`config.mk`:
```
export PLATFORM = sky130hd
export DESIGN_NAME = sat_counter
export DESIGN_NICKNAME = d
export VERILOG_FILES = /design/src/rtl/rx_payload_checker_sat_counter.sv
export SDC_FILE = /design/constraint.sdc
export NUM_CORES = 1
export LEC_CHECK = 0
export BUFFER_PORTS_ARGS = -buffer_cell sky130_fd_sc_hd__buf_2
export CAP_MARGIN = 20
export CORE_UTILIZATION = 46
export CTS_BUF_LIST = sky130_fd_sc_hd__clkbuf_4 sky130_fd_sc_hd__clkbuf_8 sky130_fd_sc_hd__clkbuf_16
export CTS_CLUSTER_SIZE = 10
export DETAILED_ROUTE_END_ITERATION = 10
export PLACE_DENSITY = 0.73
export SLEW_MARGIN = 10
export SYNTH_ARGS = -nofsm -noshare
export SYNTH_HDL_FRONTEND = slang
export SYNTH_SLANG_ARGS = --single-unit
```
`constraint.sdc`:
```
create_clock -name clk -period 1.6 [get_ports clk]
set_clock_uncertainty 0.1 [all_clocks]
set_input_delay 0.08 -clock clk [delete_from_list [all_inputs] [get_ports clk]]
set_output_delay 0.08 -clock clk [all_outputs]
set_load 0.005 [all_outputs]
```
`src/rtl/rx_payload_checker_sat_counter.sv`:
```
// sat_counter: up-counter that stops at all-ones instead of wrapping.
// Ports:
//   clk   in  1  clock
//   reset in  1  asynchronous, active-high; clears the count
//   inc   in  1  count enable, one step per cycle
//   cnt   out W  current count
module sat_counter #(
  parameter int W = 16
) (
  input  logic         clk,
  input  logic         reset,
  input  logic         inc,
  output logic [W-1:0] cnt
);

  always_ff @(posedge clk or posedge reset) begin
    if (reset) begin
      cnt <= '0;
    end else if (inc && (cnt != '1)) begin
      cnt <= cnt + 1'b1;
    end
  end

endmodule

```
==> results_dict.tcl, run 1 <==
set metrics [dict create \
    status "finished clean" \
    final_cells 121 \
    grt_max_degree 17 \
    maxSlewViolCount 0 \
    slowest_stage "dfrtp_1" \
    drcViolationCount 0 \
    yosys_warnings 0 \
    slew_headroom_pct 60.05 \
    cp_max_fo 3 \
    top_register "cnt" \
    synth_fp_nets 75 \
    dieHeight_um 43.86 \
    dp_hpwl_mm 1.204 \
    combinationalPowerShare_pct 36.6 \
    synth_area_sq_um 805.8 \
    first_global_vias 592 \
    grt_pass1_wl_mm 2.553 \
    drv_cap 0 \
    slowest_delay_ns 0.41 \
    switching_share_pct 33.00 \
    cp_top_family "simple AND/OR/NAND/NOR gates" \
    fmax_mhz 657.9 \
    n_antenna_cell 0 \
    avgRoutedWirePerCell_um 12.98 \
    dr.first_iter.drc_count 10 \
    clk_pin_slew_ns 0.08 \
    grt.overflow.total 0 \
    min_path_cells 3 \
    crit_path_end_kind "register" \
    cts_max_level 1 \
    ys_seq_area_share_pct 49.69 \
    dieArea_sq_mm 0.001923 \
    clkSinkCount 16 \
    syn_area_per_cell_sq_um 11.35 \
    arrival_ns 1.58 \
    cts_tree "done" \
    yosys.area.top_type_share_pct 49.69 \
    worstSetupStartpointType "register" \
    largest_register_ffs 16 \
    drive_above_1_share_pct 44.76 \
    path_buf_inv 0 \
    start_util_pct 51.11 \
    syn_inst 71 \
    p_seq_share_pct 47.8 \
    path_cells "ha_4 > and4_4 > nand3_2 > nor2_2 > mux2_2" \
    crit_required_ns 1.66 \
    hp-class "in -> reg" \
    pwr-share-clk_pct 15.6 \
    switchingPower_uw 419.4 \
    area_growth_pct 32.92 \
    hold_viol_final 0 \
    reg2regPathDepth 5 \
    power_density_mw_per_mm2 1186 \
    placedCellCount 116 \
    fin_crit_sh_pct 95.00 \
    grt_usage_pct 18.14 \
    tightest_slew_ns 0.5987 \
    final_util_pct 67.94 \
    synth_cell_types 22 \
    cts_buffers 3 \
    numPortBuffers 18 \
    first_pass_iters 6 \
    layout_common_cells "18 x buf_2, 15 x dfrtp_1, 11 x xnor2_1, 11 x buf_4" \
    p_int_uw 851.4 \
    place_congestion 0.7322 \
    vias 646 \
    cts-root-buf "clkbuf_4" \
    ir_drop_uv 751.4 \
    placementRows 14 \
    synth.ff_latch_count 16 \
    die_x_um 43.86 \
    period_needed_ns 1.520 \
    largestRegisters "cnt: 16 flops" \
    path_class "reg -> reg" \
    nFillCells 129 \
    ant_nets 0 \
    wirelength_mm 1.570 \
    path_depth 5 \
    ios 19 \
    fin_area_sq_mm 0.001071 \
    antenna_found_initial 0 \
    synth_top_area_cell "dfrtp_1" \
    fin_nets 111 \
    core_area_sq_mm 0.001577 \
    finalSetupViolCount 0 \
    place_area_sq_mm 0.001011 \
    clk_path_buf_depth 2 \
    netlist_top_cells_area "dfrtp_1 50%, xnor2_1 12%, nand3_1 4.3%" \
    clk_latency_ns 0.27 \
    layout_commonest_cell "buf_2" \
    p_leak_uw 0.0005398 \
    viasPerCell 5.339 \
]
through the flow:
step | setup slack (ns) | power, uW | setup TNS (ns) | hold WS [ns]
after floorplan | -0.01328 | 811.0 | -0.02244 | -0.1063
after global placement | 0.08824 | 1011 | 0 | 0.06979
after detailed placement | 0.03402 | 1027 | 0 | 0.07365
after CTS | 0.01979 | 1232 | 0 | 0.01891
after global routing | -0.001453 | 1356 | -0.001453 | 0.02737
final | 0.08006 | 1271 | 0 | 0.01845
cell type report:
class | instances | area [sq um] | share of cell area (%)
Sequential cell | 16 | 401.6 | 37.50
Tap cell | 16 | 20.02 | 1.869
Multi-Input combinational cell | 54 | 429.2 | 40.07
Clock buffer | 3 | 22.52 | 2.103
Timing Repair Buffer | 31 | 193.9 | 18.11
Inverter | 1 | 3.754 | 0.3505
worst paths after layout:
| check | from | to | slack, ns |
|---|---|---|---|
| worst max-delay path | cnt[0] | cnt[14] | 0.08 |
| worst min-delay path | inc | cnt[0] | 0.02 |
| worst max register to register | cnt[0] | cnt[14] | 0.08 |
| worst min register to register | cnt[15] | cnt[15] | 0.41 |
| max in group asynchronous | reset | cnt[6] | 0.67 |
| min in group asynchronous | reset | cnt[12] | 0.31 |
cells by family (layout without fill, tap and decap cells):
kind of cell | count (synthesis) | after routing | synth area share [%]
flops | 16 | 16 | 49.69
simple gates | 36 | 36 | 30.13
buf+inv | 1 | 35 | 0.4654
fa+ha+maj | 1 | 1 | 1.553
compound gates | 3 | 3 | 2.174
mux | 3 | 3 | 4.037
xor+xnor | 11 | 11 | 11.96
power groups by stage:
stage	Sequential [uW]	Combinational [uW]	Clock, uW
6_report	607	465	198
5_1_grt	623	511	221
3_5_place_dp	596	431	0
4_1_cts	589	437	207
2_1_floorplan	622	189	0
3_3_place_gp	589	422	0
synth_stat cells (all sizes together):
master and instances:
a21oi 2, and2 1, and3 5, and4 4
dfrtp 16, ha 1, inv 1, mux2 2
mux2i 1, nand2 7, nand2b 1, nand3 7
nand4 7, nor2 3, nor4 1, o21a 1
xnor2 11
metal layers:
metal | wire, um | track usage, % | vias up
met3 | 57 | 2.500 | 2
met2 | 722 | 29.55 | 13
met5 | 0 | 0 | -
li1 | - | - | 328
met4 | 13 | 7.273 | 0
met1 | 777 | 24.40 | 303
worst min-delay path: stages:
cell and delay [ns]:
buf_2 0.13, nand2_2 0.08, xnor2_1 0.06
timing repair:
action	in CTS	in global routing
hold buffers	1	0
resized for setup	0	5
setup endpoints to repair	0	5
hold endpoints to repair	16	0
buffers inserted	0	1
(Power assumes the default switching activity.)
==> run 2: changes to the inputs <==
--- a/config.mk
+++ b/config.mk
@@ -5,7 +5,7 @@
 export SDC_FILE = /design/constraint.sdc
 export NUM_CORES = 1
 export LEC_CHECK = 0
-export BUFFER_PORTS_ARGS = -buffer_cell sky130_fd_sc_hd__buf_2
+export BUFFER_PORTS_ARGS = -buffer_cell sky130_fd_sc_hd__clkbuf_2
 export CAP_MARGIN = 20
 export CORE_UTILIZATION = 46
 export CTS_BUF_LIST = sky130_fd_sc_hd__clkbuf_4 sky130_fd_sc_hd__clkbuf_8 sky130_fd_sc_hd__clkbuf_16
==> run 2 against run 1 <==
Net effect:
- clock power is 36% higher
- via count rose by 8.5%
- critical path depth up 1
- power up 15%
- sequential share of layout area fell by 2.9 points
==> results_dict.tcl, run 2 (synthesis gave the netlist of run 1 again) <==
set metrics [dict create \
    antenna_found_initial 0 \
    crit_path_end_kind "register" \
    cp_max_fo 3 \
    pre_cts_ws_ns 0.02958 \
    drcViolationCount 0 \
    numPortBuffers 18 \
    min_path_cells 3 \
    grt.overflow.total 0 \
    largest_register_ffs 16 \
    nFillCells 114 \
    ir_drop_uv 1070 \
    hp-class "in -> reg" \
    combinationalPowerShare_pct 40.2 \
    grt_pass1_wl_mm 2.628 \
    crit_required_ns 1.68 \
    hp-start "inc" \
    layout_common_cells "18 x clkbuf_2, 16 x dfrtp_1, 12 x buf_4" \
    arrival_ns 1.67 \
    area_growth_pct 43.79 \
    cts_max_level 1 \
    fin_area_sq_mm 0.001159 \
    placementRows 14 \
    first_global_vias 588 \
    cts-root-buf "clkbuf_4" \
    layout_commonest_cell "clkbuf_2" \
    clkSinkCount 16 \
    fin_crit_sh_pct 99.60 \
    fin_nets 115 \
    slowest_delay_ns 0.40 \
    period_needed_ns 1.594 \
    ant_nets 0 \
    clk_path_buf_depth 2 \
    clk_latency_ns 0.28 \
    dp_hpwl_mm 1.228 \
    dieArea_sq_mm 0.001923 \
    ios 19 \
    rsz0062_at_grt "true" \
    fmax_mhz 627.5 \
    status "finished clean" \
    dr.first_iter.drc_count 11 \
    drive_above_1_share_pct 49.09 \
    placedCellCount 116 \
    p_leak_uw 0.0005667 \
    power_density_mw_per_mm2 1258 \
    first_pass_iters 6 \
    reg2regPathDepth 6 \
    vias 701 \
    viasPerCell 5.563 \
    cp_top_family "simple AND/OR/NAND/NOR gates" \
    slowest_stage "dfrtp_1" \
    path_class "reg -> reg" \
    top_register "cnt" \
    hold_ws_ns 0.04967 \
    reg2reg_from "cnt[0]" \
    pwr-share-clk_pct 18.5 \
    grt_max_degree 17 \
    path_cells "buf_6 > ha_4 > and4_4 > nand3_4 > nor2_4 > mux2_4" \
    finalWorstSetupSlack_ns 0.006471 \
    setup_tns_ns 0 \
    clk_pin_slew_ns 0.10 \
    hold_end "cnt[0]" \
    slew_headroom_pct 60.59 \
    place_area_sq_mm 0.001011 \
    cts_tree "done" \
    path_depth 6 \
    avgRoutedWirePerCell_um 14.77 \
    grt_usage_pct 19.13 \
    tightest_slew_ns 0.5906 \
    place_congestion 0.7111 \
    finalSetupViolCount 0 \
    wirelength_mm 1.861 \
    drv_cap 0 \
    n_antenna_cell 0 \
    r2r_setup_slack_ns 0.006 \
    hold_viol_final 0 \
    switching_share_pct 34.13 \
    core_area_sq_mm 0.001577 \
    switchingPower_uw 497.4 \
    largestRegisters "cnt: 16 flops" \
    maxSlewViolCount 0 \
    rr_endpoint "cnt[14]" \
    dieHeight_um 43.86 \
    worstSetupStartpointType "register" \
    p_int_uw 959.9 \
    start_util_pct 51.11 \
    path_buf_inv 1 \
    p_seq_share_pct 41.3 \
    cts_buffers 3 \
    final_cells 126 \
    die_x_um 43.86 \
]
==> run 2: stage by stage <==
stage	power, uW	utilization (%)
2_1_floorplan	811.0	-
3_3_place_gp	1014	64.13
3_5_place_dp	1038	64.13
4_1_cts	1309	67.06
5_1_grt	1539	73.49
6_report	1457	73.49
==> run 2: layout make-up <==
class	count	area (sq um)	share of cell area [%]
flip-flops and latches	16	400.4	34.56
clock buffers	4	36.28	3.132
inverters	1	3.754	0.3240
multi-input cells	54	462.9	39.96
well taps	16	20.02	1.728
repair buffers	35	235.2	20.30
==> run 2: repair_timing <==
action,in CTS,in global routing
setup buffers,0,5
endpoints found under the hold margin,16,0
hold buffers,1,0
endpoints found under the setup margin,0,4
resized for setup,0,15
==> run 2: how the worst max path moves through the flow <==
stage / start / to / slack, ns
CTS: cnt[0] / cnt[14] / 0.02
global placement: cnt[1] / cnt[14] / 0.09
floorplan: cnt[0] / cnt[14] / -0.01
global route: cnt[0] / cnt[15] / -0.09
detailed placement: cnt[0] / cnt[14] / 0.03
finish: cnt[0] / cnt[14] / 0.006
==> run 2: tightest hold or removal path, cell delays in order <==
cell and delay (ns):
clkbuf_2 0.15, nand2_2 0.11, xnor2_1 0.07
==> run 2: power by group through the flow <==
stage / clock network [uW] / registers (uW) / logic, uW
4_1_cts: 274 / 588 / 447
3_5_place_dp: 0 / 596 / 443
3_3_place_gp: 0 / 586 / 428
5_1_grt: 292 / 612 / 636
2_1_floorplan: 0 / 622 / 189
6_report: 270 / 602 / 585
==> run 2: per-layer routing <==
metal	vias up	share of wire [%]	global-route usage, %
li1	339	-	-
met4	0	0.86	10.91
met3	4	3.4	2.500
met1	340	46	26.67
met2	18	49	28.66
met5	-	0	0
